`src/rtl/wb_stage_pkg.sv`:
```
// wb_stage_pkg: shared types for the writeback stage; the pc field exists only with WB_TRACE_EN.
package wb_stage_pkg;
   localparam int CREG_NUM = 32;
   typedef logic [31:0] word_t;
   typedef logic [$clog2(CREG_NUM)-1:0] creg_addr_t;
   typedef enum logic [1:0] {IDLE, WAIT_DATA, COMMIT} wb_state_t;
   typedef enum logic [1:0] {BYTE = 2'd0, HALF = 2'd1, WORD = 2'd2} load_size_t;
   typedef struct packed {
      logic       wen;
      creg_addr_t dst;
      logic       is_load;
      word_t      result;
      load_size_t size;
      logic       sext;
      logic [1:0] addr_lo;
      logic       merge;
      logic [1:0] rot;
      logic [3:0] strb;
`ifdef WB_TRACE_EN
      word_t      pc;
`endif
   } wb_req_t;
endpackage

```
`src/rtl/wb_stage_if.sv`:
```
// wb_stage_if: memory-stage request, data-cache response and regfile write port of the writeback stage.
interface wb_stage_if #(parameter int DATA_W = 32, parameter int REG_ID_W = 5) ();
   logic                in_valid;
   logic                in_ready;
   logic                in_wen;
   logic [REG_ID_W-1:0] in_dst;
   logic                in_is_load;
   logic [DATA_W-1:0]   in_result;
   logic [1:0]          in_size;
   logic                in_sext;
   logic [1:0]          in_addr_lo;
   logic                in_merge;
   logic [1:0]          in_rot;
   logic [3:0]          in_strb;
   logic [DATA_W-1:0]   in_pc;
   logic                dresp_valid;
   logic [DATA_W-1:0]   dresp_data;
   logic                rf_valid;
   logic [REG_ID_W-1:0] rf_id;
   logic [DATA_W-1:0]   rf_data;
   logic [DATA_W-1:0]   rf_original;
   modport slave (
      input  in_valid, in_wen, in_dst, in_is_load, in_result, in_size, in_sext, in_addr_lo,
             in_merge, in_rot, in_strb, in_pc, dresp_valid, dresp_data, rf_original,
      output in_ready, rf_valid, rf_id, rf_data
   );
   modport master (
      output in_valid, in_wen, in_dst, in_is_load, in_result, in_size, in_sext, in_addr_lo,
             in_merge, in_rot, in_strb, in_pc, dresp_valid, dresp_data, rf_original,
      input  in_ready, rf_valid, rf_id, rf_data
   );
endinterface

```
`src/rtl/wb_load_align.sv`:
```
// wb_load_align: load data extraction (size/sext/addr_lo) and rotate/strobe merge with the old register value.
module wb_load_align
   import wb_stage_pkg::*;
(
   input  word_t      data,
   input  word_t      orig,
   input  load_size_t size,
   input  logic       sext,
   input  logic [1:0] addr_lo,
   input  logic       merge,
   input  logic [1:0] rot,
   input  logic [3:0] strb,
   output word_t      result
);
   word_t sh, rotd, mrg;
   assign sh = data >> {addr_lo, 3'b000};
   // a rot of 0 shifts right by the full width, which contributes nothing
   assign rotd = (data << {rot, 3'b000}) | (data >> (6'd32 - {1'b0, rot, 3'b000}));
   for (genvar i = 0; i < 4; i++) begin : g_lane
      assign mrg[8*i +: 8] = strb[i] ? rotd[8*i +: 8] : orig[8*i +: 8];
   end
   assign result = merge ? mrg :
                   size == BYTE ? {{24{sext & sh[7]}}, sh[7:0]} :
                   size == HALF ? {{16{sext & sh[15]}}, sh[15:0]} : sh;
endmodule

```
`src/rtl/wb_stage.sv`:
```
// wb_stage: writeback stage, sole driver of the regfile write port.
// Optional WB_TRACE_EN adds a per-retired-instruction trace port.
module wb_stage
   import wb_stage_pkg::*;
#(
   parameter int DATA_W   = 32,
   parameter int REG_ID_W = 5
) (
   input  logic              clk,
   input  logic              resetn,
   wb_stage_if.slave         bus,
   output logic              busy
`ifdef WB_TRACE_EN
   ,
   output logic              trace_valid,
   output logic [DATA_W-1:0] trace_pc,
   output logic              trace_wen,
   output logic [REG_ID_W-1:0] trace_id,
   output logic [DATA_W-1:0] trace_data
`endif
);
   wb_state_t state, state_n;
   wb_req_t req, in_req;
   word_t resp_q, aligned, result;
   logic [REG_ID_W-1:0] id_q;
   logic [DATA_W-1:0] data_q;
   logic accept, commit;
   always_comb begin
      in_req.wen     = bus.in_wen;
      in_req.dst     = bus.in_dst;
      in_req.is_load = bus.in_is_load;
      in_req.result  = bus.in_result;
      in_req.size    = load_size_t'(bus.in_size);
      in_req.sext    = bus.in_sext;
      in_req.addr_lo = bus.in_addr_lo;
      in_req.merge   = bus.in_merge;
      in_req.rot     = bus.in_rot;
      in_req.strb    = bus.in_strb;
`ifdef WB_TRACE_EN
      in_req.pc      = bus.in_pc;
`endif
   end
   assign commit       = state == COMMIT;
   assign bus.in_ready = state == IDLE || commit;
   assign accept       = bus.in_valid && bus.in_ready;
   assign busy         = state != IDLE;
   always_comb begin
      state_n = IDLE;
      state_n = state == WAIT_DATA ? (bus.dresp_valid ? COMMIT : WAIT_DATA) :
                accept ? (bus.in_is_load ? WAIT_DATA : COMMIT) : IDLE;
   end
   always_ff @(posedge clk or negedge resetn)
      if (!resetn) state <= IDLE;
      else state <= state_n;
   always_ff @(posedge clk or negedge resetn)
      if (!resetn) begin
         req    <= '0;
         resp_q <= '0;
         id_q   <= '0;
         data_q <= '0;
      end else begin
         if (accept) req <= in_req;
         if (state == WAIT_DATA && bus.dresp_valid) resp_q <= bus.dresp_data;
         if (commit) begin
            id_q   <= req.dst;
            data_q <= result;
         end
      end
   wb_load_align u_align (
      .data(resp_q), .orig(bus.rf_original), .size(req.size), .sext(req.sext),
      .addr_lo(req.addr_lo), .merge(req.merge), .rot(req.rot), .strb(req.strb), .result(aligned)
   );
   // rf_original arrives combinationally for rf_id, so the merge result is only valid during COMMIT
   assign result       = req.is_load ? aligned : req.result;
   assign bus.rf_valid = commit && req.wen && req.dst != '0;
   assign bus.rf_id    = commit ? req.dst : id_q;
   assign bus.rf_data  = commit ? result : data_q;
`ifdef WB_TRACE_EN
   assign trace_valid = commit;
   assign trace_pc    = req.pc;
   assign trace_wen   = req.wen;
   assign trace_id    = bus.rf_id;
   assign trace_data  = bus.rf_data;
`endif
endmodule
```
`src/flat_wrapper.sv`:
```
// flat-port wrapper written by rule: the top's interface ports become plain ports
module wb_stage_flat import wb_stage_pkg::*;
#(
   parameter int DATA_W   = 32,
   parameter int REG_ID_W = 5
)
  (clk, resetn, busy, bus_in_valid, bus_in_wen, bus_in_dst, bus_in_is_load, bus_in_result, bus_in_size, bus_in_sext, bus_in_addr_lo, bus_in_merge, bus_in_rot, bus_in_strb, bus_in_pc, bus_dresp_valid, bus_dresp_data, bus_rf_original, bus_in_ready, bus_rf_valid, bus_rf_id, bus_rf_data);
  wb_stage_if #(.DATA_W(DATA_W), .REG_ID_W(REG_ID_W)) bus_i ();
  input  logic clk;
  input  logic resetn;
  output logic busy;
  input wire logic [$bits(bus_i.in_valid)-1:0] bus_in_valid;
  input wire logic [$bits(bus_i.in_wen)-1:0] bus_in_wen;
  input wire logic [$bits(bus_i.in_dst)-1:0] bus_in_dst;
  input wire logic [$bits(bus_i.in_is_load)-1:0] bus_in_is_load;
  input wire logic [$bits(bus_i.in_result)-1:0] bus_in_result;
  input wire logic [$bits(bus_i.in_size)-1:0] bus_in_size;
  input wire logic [$bits(bus_i.in_sext)-1:0] bus_in_sext;
  input wire logic [$bits(bus_i.in_addr_lo)-1:0] bus_in_addr_lo;
  input wire logic [$bits(bus_i.in_merge)-1:0] bus_in_merge;
  input wire logic [$bits(bus_i.in_rot)-1:0] bus_in_rot;
  input wire logic [$bits(bus_i.in_strb)-1:0] bus_in_strb;
  input wire logic [$bits(bus_i.in_pc)-1:0] bus_in_pc;
  input wire logic [$bits(bus_i.dresp_valid)-1:0] bus_dresp_valid;
  input wire logic [$bits(bus_i.dresp_data)-1:0] bus_dresp_data;
  input wire logic [$bits(bus_i.rf_original)-1:0] bus_rf_original;
  output wire logic [$bits(bus_i.in_ready)-1:0] bus_in_ready;
  output wire logic [$bits(bus_i.rf_valid)-1:0] bus_rf_valid;
  output wire logic [$bits(bus_i.rf_id)-1:0] bus_rf_id;
  output wire logic [$bits(bus_i.rf_data)-1:0] bus_rf_data;
  assign bus_i.in_valid = bus_in_valid;
  assign bus_i.in_wen = bus_in_wen;
  assign bus_i.in_dst = bus_in_dst;
  assign bus_i.in_is_load = bus_in_is_load;
  assign bus_i.in_result = bus_in_result;
  assign bus_i.in_size = bus_in_size;
  assign bus_i.in_sext = bus_in_sext;
  assign bus_i.in_addr_lo = bus_in_addr_lo;
  assign bus_i.in_merge = bus_in_merge;
  assign bus_i.in_rot = bus_in_rot;
  assign bus_i.in_strb = bus_in_strb;
  assign bus_i.in_pc = bus_in_pc;
  assign bus_i.dresp_valid = bus_dresp_valid;
  assign bus_i.dresp_data = bus_dresp_data;
  assign bus_i.rf_original = bus_rf_original;
  assign bus_in_ready = bus_i.in_ready;
  assign bus_rf_valid = bus_i.rf_valid;
  assign bus_rf_id = bus_i.rf_id;
  assign bus_rf_data = bus_i.rf_data;
  wb_stage #(.DATA_W(DATA_W), .REG_ID_W(REG_ID_W)) u_core (.clk(clk), .resetn(resetn), .bus(bus_i), .busy(busy));
endmodule
```
`config.mk`:
```
export PLATFORM = sky130hd
export DESIGN_NAME = wb_stage_flat
export DESIGN_NICKNAME = d
export VERILOG_FILES = /design/src/rtl/wb_stage_pkg.sv /design/src/rtl/wb_stage_if.sv /design/src/rtl/wb_load_align.sv /design/src/rtl/wb_stage.sv /design/src/flat_wrapper.sv
export SDC_FILE = /design/constraint.sdc
export NUM_CORES = 1
export LEC_CHECK = 0
export ABC_AREA = 1
export BUFFER_PORTS_ARGS = -buffer_cell sky130_fd_sc_hd__buf_2
export CAP_MARGIN = 20
export CORE_ASPECT_RATIO = 0.7
export CORE_UTILIZATION = 50
export DETAILED_ROUTE_END_ITERATION = 12
export PLACE_DENSITY = 0.76
export RECOVER_POWER = 25
export SLEW_MARGIN = 40
export SYNTH_ARGS = -nofsm -noshare
export SYNTH_HDL_FRONTEND = slang
export SYNTH_HIERARCHICAL = 1
export SYNTH_SLANG_ARGS = --single-unit
```
`constraint.sdc`:
```
create_clock -name clk -period 6.3 [get_ports clk]
set_input_delay 1.89 -clock clk [delete_from_list [all_inputs] [get_ports clk]]
set_output_delay 1.89 -clock clk [all_outputs]
set_load 0.01 [all_outputs]
```
# Word-level counts from Yosys, hierarchy flattened
# Index checks and enable logic that the tools add are counted.
[word_totals]
reg_bits = 122
latchBits = 0
ramBits = 0
mem_bits_ro = 0
in_bits = 151
memories = 0
[op_classes]
addsub = 1
n_mul = 0
n_div = 0
order_cmp = 0
n_eq_ne = 3
n_shift = 3
muxes = 14
bitwise = 3
reduce_logical = 9
[op_table]
columns = ["operator", "count"]
rows = [
  ["$mux 32", 5],
  ["$mux 8", 4],
  ["$or 32x32->32", 1],
  ["$shl 32x5->32", 1],
  ["$shr 32x5->32", 1],
  ["$shr 32x6->32", 1],
  ["$mux 2", 4],
  ["$sub 6x5->6 const A", 1],
  ["$mux 5", 1],
  ["$reduce_bool 5->1", 1],
  ["$eq 2x1->1 const B", 2],
  ["$logic_and 1x1->1", 4],
  ["$logic_not 2->1", 2],
  ["$and 1x1->1", 2],
  ["$eq 2x2->1 const B", 1],
  ["$reduce_bool 2->1", 1],
  ["$logic_or 1x1->1", 1],
]

# Longest topological paths before layout
[depth]
depth_word = 7
mapped_depth = 15

# Cells and area by module
# The synthesis kept the hierarchy.
[by_module_without_submodules]
columns = ["mod", "instances", "cells_per_inst", "area_each_um2", "seq_area_each_um2"]
rows = [
  ["wb_stage", 1, 624, 5091.1, 3052.9],
  ["wb_load_align", 1, 538, 2529.9, 0.0],
]

# Worst setup path after synthesis
# No wires, ideal clock.
[synth_timing]
kind = "input-to-output"
start = "input bus_rf_original[26]"
end = "output bus_rf_data[26]"
t_arrival_ps = 2495
required_time_ps = 4410
setup_slack_ps = 1915
cell_stages = 7
n_path_buf = 0
path_cell_list = "or2_2 -> nand3_1 -> nand2_1 -> nand2_1 -> nand2_1 -> nand2_1 -> nand2_1"
[synth_between]
elab_chain_cells = 4
[synth_rtl]
columns = ["element", "line", "rtl"]
rows = [
  ["from (decl)", "flat_wrapper.sv:26", "input wire logic [$bits(bus_i.rf_original)-1:0] bus_rf_original;"],
  ["$mux 8", "wb_load_align.sv:20", "assign mrg[8*i +: 8] = strb[i] ? rotd[8*i +: 8] : orig[8*i +: 8];"],
  ["$mux 32", "wb_load_align.sv:22", "assign result = merge ? mrg :"],
  ["net u_core.aligned[26]", "wb_stage.sv:24", "word_t resp_q, aligned, result;"],
  ["$mux 32", "wb_stage.sv:74", "assign result = req.is_load ? aligned : req.result;"],
  ["$mux 32", "wb_stage.sv:77", "assign bus.rf_data = commit ? result : data_q;"],
  ["to (decl)", "flat_wrapper.sv:30", "output wire logic [$bits(bus_i.rf_data)-1:0] bus_rf_data;"],
]
# The timed path passes the listed nets, and every way through them passes these cells.

# Worst setup path in the final report
[layout_timing]
start = "register u_core.state[0]"
end = "output bus_rf_data[1]"
[layout_between]
elab_chain_cells = 2
[layout_rtl]
columns = ["element", "line", "rtl"]
rows = [
  ["from (decl)", "wb_stage.sv:22", "wb_state_t state, state_n;"],
  ["from (signal assigned)", "wb_stage.sv:54", "else state <= state_n;"],
  ["$eq 2x2->1", "wb_stage.sv:43", "assign commit = state == COMMIT;"],
  ["$mux 32", "wb_stage.sv:77", ""],
]
# No other way between the ends.

==> results.ini <==
[drt]
vias=8101
route.detailed.drc=0
drt_iter0_drc=1047
final_antenna_net_count=0
vias_per_cell=5.441
wl_per_cell_um=16.91
drt_first_pass_iters=5
drt_wl_total_mm=25.18

[finish]
fin_nets=1433
seq_area_um2=3054
multi_input_area_um2=3876
fin_cells=1489
final_area_um2=8894
nFillCells=1460
drive_gt1_frac=0.1756
final_util=0.6022
syn_to_final_growth_pct=16.70

[die]
dieArea_um2=15750
die_h_um=105.3
io-pin-count=191
start_util=0.5161
fp-row-count=37
chipWidth_um=149.6
core_area_um2=14770

[timing]
min_period_over_period=0.8379
finalHoldViolCount=0
slew_headroom=-0.7719
tns_ns=0
fin_crit_ns=5.279
drv_slew=93
fmax_mhz=189.4
tightest_slew_ns=2.658
rsz0062_at_grt=no
setup_viol=0
finClkSkew_ns=0.01803

[cts]
cts_tree=built
clockRootBuffer=clkbuf_16
htree_levels=4
cts_num_sinks=122
clkTransAtPathRegs_ns=0.06
clk-insertion-delay-late_ns=0.43
hold_buffers=0
cts_setup_buffers=0
clock_path_buffers=2
ctsResizeCount=0
cts_buffers=17

[worst_setup_path]
start_kind=register
worstPathMaxFanout=41
criticalPathCategory=register to primary output
critPathArrivalTime_ns=3.39
end_kind=primary output
cp.required_ns=4.41

[global_route]
grt_use_total=0.3314
grt_overflow=0
antenna_found_initial=1
grt_pass1_wl_mm=39.76
grt_max_degree=66
grt_pass1_vias=7374

[placed_design]
dp_hpwl_mm=17.48
portBuffers=158
place.gp.congestion=0.9904
dp_cells=1456
place_area_um2=8317

[logic_synthesis]
synth_mux_area_frac=0
synth.net_count=1315
synthAdderAreaFrac=0.003284
synth_compound_area_frac=0.1315
synthCells=1162
netlist_area_um2=7621
synth_seq_cells=122
synth.distinct_cells=27
seq_area_frac_synth=0.4006
synth_top_family_by_area=simple AND/OR/NAND/NOR gates
synth-xor-area-share=0
synth_warnings=6
synth.avg_cell_area_um2=6.559
synthSimpleGateAreaFrac=0.3725

[power_and_ir_drop]
p_leak_nw=5.021
vdd_drop_max_v=0.0001808
total_power_mw=3.403
power_density_nw_per_um2=382.6

[worst_hold_path]
hp-class=register to register

[run_status]
violations=max-capacitance violations, max-slew violations
status=finished, violations left

[flow_run]
cap_violations=2

path summary, 6_finish.rpt:
check                                                    to  slack [ns]  cells after the start                         from
max in group asynchronous         u_core/req[8]$_DFFE_PN0P_        1.32                      2                       resetn
worst min register to register  u_core/data_q[16]$_DFF_PN0_        0.47                      2  u_core/data_q[16]$_DFF_PN0_
worst max register to register   u_core/data_q[1]$_DFF_PN0_        3.38                      5    u_core/state[0]$_DFF_PN0_
worst min-delay path            u_core/data_q[16]$_DFF_PN0_        0.47                      2  u_core/data_q[16]$_DFF_PN0_
min in group asynchronous        u_core/data_q[4]$_DFF_PN0_        1.70                      1                       resetn
worst max-delay path                         bus_rf_data[1]        1.02                      6    u_core/state[0]$_DFF_PN0_
where the power goes:
| part | leakage [nW] | internal (mW) | total [mW] | switching (mW) |
|---|---|---|---|---|
| logic | 3.22 | 0.406 | 1.24 | 0.837 |
| clock network | 0.281 | 0.558 | 0.973 | 0.416 |
| registers | 1.52 | 0.990 | 1.19 | 0.195 |
| total | 5.02 | 1.95 | 3.40 | 1.45 |
cells by family after synthesis:
family	after synthesis
compound gates	170
fa+ha+maj	2
buf+inv	143
flops	122
simple gates	725
cell usage after synthesis:
library cell,number,share of area
a21o_1,7,0.0069
a21oi_1,24,0.016
buf_1,2,0.00099
buf_2,33,0.022
buf_4,9,0.0089
buf_6,12,0.018
clkbuf_1,11,0.0054
dfrtp_1,122,0.40
ha_1,2,0.0033
inv_1,65,0.032
inv_2,11,0.0054
nand2_1,614,0.30
nand2_2,4,0.0033
nand3_1,35,0.023
nand3_2,1,0.0013
nand3_4,2,0.0046
nand4_1,5,0.0041
nor2_1,59,0.029
nor2_2,3,0.0025
nor2_4,1,0.0015
o2111ai_1,7,0.0080
o211ai_1,21,0.021
o211ai_2,7,0.011
o21a_1,1,0.00099
o21ai_0,86,0.056
o21ai_1,17,0.011
or2_2,1,0.00082
worst max-delay path, stage by stage (launching register included):
cell and delay, ns:
dfrtp_1 0.43, inv_1 0.14, nand2_1 0.91, inv_2 1.01, nand2_1 0.15, nand2_1 0.14
buf_2 0.15
cell usage in the layout, fill, tap and decap left out, types with 2 or more instances in the layout:
master / count
clkbuf_16: 17
nand4_1: 5
inv_1: 65
inv_2: 9
buf_4: 7
nand3_1: 34
clkinv_2: 2
nor2_2: 3
dfrtp_1: 121
a21o_1: 7
nand2_1: 615
nor2_1: 59
nand2_2: 3
o21ai_1: 17
clkinvlp_4: 2
o21ai_0: 86
o2111ai_1: 7
o211ai_1: 21
ha_1: 2
a21oi_1: 24
inv_6: 8
buf_2: 157
nand3_4: 3
o211ai_2: 7
clkbuf_1: 2
flip-flops by register name (all words and copies together), names as in the netlist:
name	cells
u_core/req	51
u_core/data_q	32
u_core/resp_q	32
u_core/id_q	5
u_core/state	2
per-stage QoR:
stage                     hold WS (ns)  setup slack, ns
after floorplan                 0.4435            1.915
after global placement          0.4551            1.544
after detailed placement        0.4584            1.533
after CTS                       0.4777            1.308
after global routing            0.4895           0.5203
final                           0.4726            1.021
area by class of cell:
cell class / instances / share of cell area
sequential: 122 / 0.3434
multi-input combinational: 897 / 0.4358
timing repair buffer: 166 / 0.09510
antenna: 1 / 0.0002814
inverter: 76 / 0.03250
clock inverter: 15 / 0.01759
clock buffer: 17 / 0.04783
tap: 195 / 0.02743
per-layer routing:
layer  part of all wire  routed length, µm  global-route usage
met1               0.45              11300              0.4902
met2               0.42              10570              0.4848
met3               0.11               2890             0.07489
met4              0.017                423             0.08382
met5                  0                  0                   0
Power figures use the tool's default switching activity.
